## src/rtl/riscv_pkg.sv

```systemverilog
// Shared types and helpers for the RV32I load/store path.
package riscv_pkg;

  localparam int unsigned XLEN = 32;

  typedef enum logic [1:0] {
    IDLE = 2'd0,
    REQ  = 2'd1,
    RESP = 2'd2,
    DONE = 2'd3
  } lsu_state_t;

  // Byte enables for an access of the given size at byte offset off; no size bit means word.
  function automatic logic [3:0] size_be(input logic b, input logic h, input logic w,
                                         input logic [1:0] off);
    logic [3:0] be;
    be = 4'b1111;
    if (b)      be = 4'b0001 << off;
    else if (h) be = 4'b0011 << off;
    else if (w) be = 4'b1111;
    return be;
  endfunction

endpackage

```

## src/rtl/lsu_align.sv

```systemverilog
// Combinational lane logic: byte enables, store replication, load extraction and alignment check.
module lsu_align
  import riscv_pkg::*;
(
  input  logic            b_i,
  input  logic            h_i,
  input  logic            w_i,
  input  logic            bhu_i,
  input  logic [1:0]      off_i,
  input  logic [XLEN-1:0] wdata_i,
  input  logic [XLEN-1:0] mem_rdata_i,
  output logic [3:0]      be_o,
  output logic [XLEN-1:0] wdata_o,
  output logic [XLEN-1:0] rdata_o,
  output logic            aligned_o
);

  logic [XLEN-1:0] shifted;

  always_comb begin
    be_o      = size_be(b_i, h_i, w_i, off_i);
    aligned_o = 1'b1;
    wdata_o   = wdata_i;
    shifted   = mem_rdata_i >> {off_i, 3'b000};
    rdata_o   = shifted;
    // Byte takes priority over half; anything else is handled as a word.
    if (b_i) begin
      wdata_o = {4{wdata_i[7:0]}};
      rdata_o = bhu_i ? {24'b0, shifted[7:0]} : {{24{shifted[7]}}, shifted[7:0]};
    end else if (h_i) begin
      aligned_o = ~off_i[0];
      wdata_o   = {2{wdata_i[15:0]}};
      rdata_o   = bhu_i ? {16'b0, shifted[15:0]} : {{16{shifted[15]}}, shifted[15:0]};
    end else begin
      aligned_o = (off_i == 2'b00);
    end
  end

endmodule

```

## src/rtl/lsu.sv

```systemverilog
// MEM-stage load/store unit: request/grant/response handshake with data memory and pipeline stall.
module lsu
  import riscv_pkg::*;
(
  input  logic            clk,
  input  logic            rst_n,
  input  logic            mem_read_i,
  input  logic            mem_write_i,
  input  logic            b,
  input  logic            h,
  input  logic            w,
  input  logic            bhu,
  input  logic [XLEN-1:0] addr,
  input  logic [XLEN-1:0] wdata,
  output logic [XLEN-1:0] rdata,
  output logic            stall,
  output logic            misalign,
  output logic            mem_req,
  output logic            mem_we,
  output logic [XLEN-1:0] mem_addr,
  output logic [3:0]      mem_be,
  output logic [XLEN-1:0] mem_wdata,
  input  logic            mem_gnt,
  input  logic            mem_rvalid,
  input  logic [XLEN-1:0] mem_rdata
);

  lsu_state_t      state_q;
  logic [XLEN-1:0] rdata_q;
  logic [XLEN-1:0] load_ext;
  logic            aligned;
  logic            op;

  lsu_align u_align (
    .b_i         (b),
    .h_i         (h),
    .w_i         (w),
    .bhu_i       (bhu),
    .off_i       (addr[1:0]),
    .wdata_i     (wdata),
    .mem_rdata_i (mem_rdata),
    .be_o        (mem_be),
    .wdata_o     (mem_wdata),
    .rdata_o     (load_ext),
    .aligned_o   (aligned)
  );

  assign op = mem_read_i | mem_write_i;

  // Control state and load result register; a read wins when both requests are set.
  always_ff @(posedge clk) begin
    if (!rst_n) begin
      state_q <= IDLE;
      rdata_q <= '0;
    end else begin
      case (state_q)
        IDLE: begin
          if (op && aligned) begin
            if (mem_gnt) state_q <= mem_read_i ? RESP : DONE;
            else         state_q <= REQ;
          end else if (op && mem_read_i) begin
            rdata_q <= '0;
          end
        end
        REQ:  if (mem_gnt) state_q <= mem_read_i ? RESP : DONE;
        RESP: begin
          if (mem_rvalid) begin
            rdata_q <= load_ext;
            state_q <= DONE;
          end
        end
        DONE:    state_q <= IDLE;
        default: state_q <= IDLE;
      endcase
    end
  end

  // Handshake outputs follow the frozen pipeline inputs; held low while reset is asserted.
  assign mem_req   = rst_n & (((state_q == IDLE) & op & aligned) | (state_q == REQ));
  assign stall     = rst_n & op & aligned & (state_q != DONE);
  assign misalign  = rst_n & (state_q == IDLE) & op & ~aligned;
  assign mem_we    = mem_write_i & ~mem_read_i;
  assign mem_addr  = {addr[XLEN-1:2], 2'b00};
  assign rdata     = rdata_q;

endmodule

```

## config.mk

```make
export PLATFORM = sky130hd
export DESIGN_NAME = lsu
export DESIGN_NICKNAME = d
export VERILOG_FILES = /design/src/rtl/riscv_pkg.sv /design/src/rtl/lsu_align.sv /design/src/rtl/lsu.sv
export SDC_FILE = /design/constraint.sdc
export NUM_CORES = 1
export LEC_CHECK = 0
export ABC_AREA = 1
export CORE_ASPECT_RATIO = 2
export CORE_MARGIN = 4
export CORE_UTILIZATION = 32
export DETAILED_ROUTE_END_ITERATION = 6
export PLACE_DENSITY = 0.81
export SETUP_SLACK_MARGIN = 0.15
export SKIP_LAST_GASP = 1
export SLEW_MARGIN = 0
export SYNTH_ARGS = -nofsm -noshare
export SYNTH_HDL_FRONTEND = slang
export SYNTH_SLANG_ARGS = --single-unit
export TNS_END_PERCENT = 10
```

## constraint.sdc

```tcl
create_clock -name clk -period 1.6 [get_ports clk]
set_input_delay 0.16 -clock clk [delete_from_list [all_inputs] [get_ports clk]]
set_output_delay 0.16 -clock clk [all_outputs]
set_load 0.1 [all_outputs]
```

==> impl_metrics.tcl, run 1 <==
set metrics [dict create \
    status "complete, but fails checks" \
    violations "setup timing" \
    layout.nets 735 \
    critPathTopFamily "buffers and inverters" \
    postSynthCellCount 477 \
    clockBufferDepth 2 \
    critical_path.max_fanout 4 \
    crit_start "state_q[1]$_SDFFE_PN0P_" \
    synth_area_per_cell_sq_um 6.11 \
    power_frac_seq 0.158 \
    cts_root_buffer "clkbuf_16" \
    synth-edff-count 0 \
    regArea_sq_um 686 \
    core-area_sq_um 8950 \
    n_antenna_cell 0 \
    wl_per_cell_um 19.4 \
    maxCapViolations 0 \
    fin_crit_ps 1700 \
    finalPower_mw 6.76 \
    leakagePower_nw 2.47 \
    netlist_area_sq_um 2920 \
    die_area_sq_um 10800 \
    antenna_found_initial 0 \
    peakVddDrop_v 0.00111 \
    pin_count 210 \
    async_flop_share 0 \
    dr.pass1.iters 6 \
    whs_path_depth 0 \
    cp.required_ps 1440 \
    clockPowerShare 0.191 \
    grt_max_degree 34 \
    routed_wl_um 14100 \
    finalCritPeriodShare 1.07 \
    dr_total_vias 3875 \
    cts_buffers 5 \
    finalHoldViolCount 0 \
    rr_startpoint "state_q[1]$_SDFFE_PN0P_" \
    cp-end-kind "output pin" \
    cp.arrival_ps 1540 \
    setup-violations-final 34 \
    cts.sinks 34 \
    crit_buf_inv 4 \
    place.gp.congestion 0.863 \
    synth_seq_area_share 0.233 \
    rsz0062_at_grt "true" \
    min_path_type "primary input to output pin" \
    clk_pin_slew_ps 60 \
    grt_use_total 0.251 \
    cp.depth 6 \
    power_frac_comb 0.650 \
    port_buffers 146 \
    overflow 0 \
    ys_warn_count 0 \
    grt.met1_usage 0.221 \
    ant_nets 0 \
    critPathMaxStageDelay_ps 370 \
    finalClockSkew_ps 6.36 \
    p_int_mw 3.64 \
    cpMostUsedCell "inv_4" \
    routed_via_density 5.35 \
    gr-max-usage-layer "met2" \
    r2r_cells 10 \
    holdCritStartpoint "addr[25]" \
    hpwl_um 10500 \
    power.switching_mw 3.12 \
    synth_ff_type "dfxtp_1" \
    route.detailed.drc 0 \
    area_growth_pct 95.8 \
    multi_input_area_sq_um 1770 \
    place_ws_ps -295 \
    start_util 0.326 \
    holdBufCountCts 0 \
    worst-setup-path-type "flop to output pin" \
    tns_ps -1560 \
    slowest_stage "dfxtp_4" \
    switching_share 0.461 \
    clk_latency_ps 290 \
    synth-seq-cells 34 \
    num_rows 49 \
    htree_levels 2 \
    drt-initial-drc-count 455 \
    synth_cell_types 29 \
    cts_tree "built" \
    path_cells "inv_4, ha_4, inv_4, buf_6, nor4_4, buf_12" \
    fin_ws_ps -105 \
    die_y_um 143 \
    grt_pass1_wl_um 20000 \
    critPathLaunchType "flop" \
    powerDensity_nw_per_um2 1180 \
    drive_gt1_frac 0.289 \
    drv_slew 0 \
    max_freq_mhz 587 \
    met3_usage 0.0493 \
    die_x_um 75.5 \
    grt.met2_usage 0.448 \
    grt_pass1_vias 3924 \
    n_fill_cell 735 \
]
## stage by stage
step	hold slack (ps)	utilization	instance area (sq um)	cells
after global routing	320	0.638	5710	724
final	320	0.638	5710	724
after detailed placement	321	0.583	5220	698
after CTS	321	0.617	5520	716
after global placement	321	0.583	5220	698
after floorplan	281	-	3030	478
## power groups by stage
stage	clock network, mW	registers (mW)	logic (mW)
2_1_floorplan	0	1.52	2.04
3_3_place_gp	0	1.05	3.49
3_5_place_dp	0	1.06	3.60
4_1_cts	1.29	1.05	3.78
5_1_grt	1.33	1.08	4.57
6_report	1.29	1.07	4.40
## worst paths after layout
path                            endpoint  slack [ps]
setup reg to reg  rdata[20]$_SDFFE_PN0P_         -70
setup / recovery                misalign        -100
hold reg to reg   rdata[22]$_SDFFE_PN0P_         500
hold / removal              mem_addr[25]         320
## flip-flops by register name (all words and copies together) (netlist names)
register  cells
state_q       2
rdata        32
## cell usage after synthesis, types with 4 or more instances
library cell / instances / area share
o21ai_0: 31 / 0.053
a21oi_1: 63 / 0.11
clkbuf_1: 10 / 0.013
o211ai_1: 13 / 0.033
buf_4: 44 / 0.11
buf_6: 4 / 0.015
nor2_1: 19 / 0.024
inv_1: 33 / 0.042
nand2_1: 140 / 0.18
buf_2: 11 / 0.019
ha_1: 8 / 0.034
dfxtp_1: 34 / 0.23
nand3_1: 46 / 0.079
## per-layer routing
layer / vias to the layer above / part of all wire
met5: - / 0
met4: 0 / 0.10
met3: 101 / 0.081
met2: 242 / 0.53
met1: 1732 / 0.28
li1: 1800 / -
## logic make-up (layout without fill, tap and decap cells)
kind of cell	Yosys count	in the layout	share of synthesized area
other	1	2	0.00129
and+or+nand+nor	215	215	0.315
adders and majority gates	8	8	0.0343
AOI/OAI and AO/OA	111	111	0.205
buffers and inverters	108	252	0.211
DFF	34	34	0.233
## repair_timing
action / 4_1_cts / 5_1_grt
setup endpoints to repair: 65 / 53
pin swaps: 9 / 7
buffers inserted: 9 / 3
resized for setup: 37 / 14
cloned: 1 / 5
## cell type report
class                           count  area share
Tap cell                          102      0.0223
Timing Repair Buffer              205       0.484
Sequential cell                    34       0.120
Timing Repair inverter              1    0.000876
Clock inverter                      3      0.0121
Clock buffer                        5      0.0219
Multi-Input combinational cell    336       0.309
Inverter                           38      0.0296
## cells in the final DEF (no fill, tap or decap), types with 7 or more instances in the layout
master	netlist	routed
nand2_1	140	139
buf_12	0	77
clkdlybuf4s50_1	0	68
a21oi_1	63	57
nand3_1	46	45
buf_4	44	44
dfxtp_1	34	32
inv_1	33	28
o21ai_0	31	21
nor2_1	19	17
o211ai_1	13	13
o21ai_1	0	9
clkbuf_16	0	9
buf_6	4	7
Note: power is estimated with default switching activity, not from simulation.
==> run 2, diff against run 1 <==
--- a/config.mk
+++ b/config.mk
@@ -6,6 +6,7 @@
 export NUM_CORES = 1
 export LEC_CHECK = 0
 export ABC_AREA = 1
+export CAP_MARGIN = 25
 export CORE_ASPECT_RATIO = 2
 export CORE_MARGIN = 4
 export CORE_UTILIZATION = 32
==> results of run 2 <==
The final DEF is identical to that of run 1; final timing and power are the same.
==> run 3, diff against run 2 <==
--- a/config.mk
+++ b/config.mk
@@ -14,7 +14,6 @@
 export PLACE_DENSITY = 0.81
 export SETUP_SLACK_MARGIN = 0.15
 export SKIP_LAST_GASP = 1
-export SLEW_MARGIN = 0
 export SYNTH_ARGS = -nofsm -noshare
 export SYNTH_HDL_FRONTEND = slang
 export SYNTH_SLANG_ARGS = --single-unit
==> results of run 3 <==
The final DEF is identical to that of run 1; final timing and power are the same.
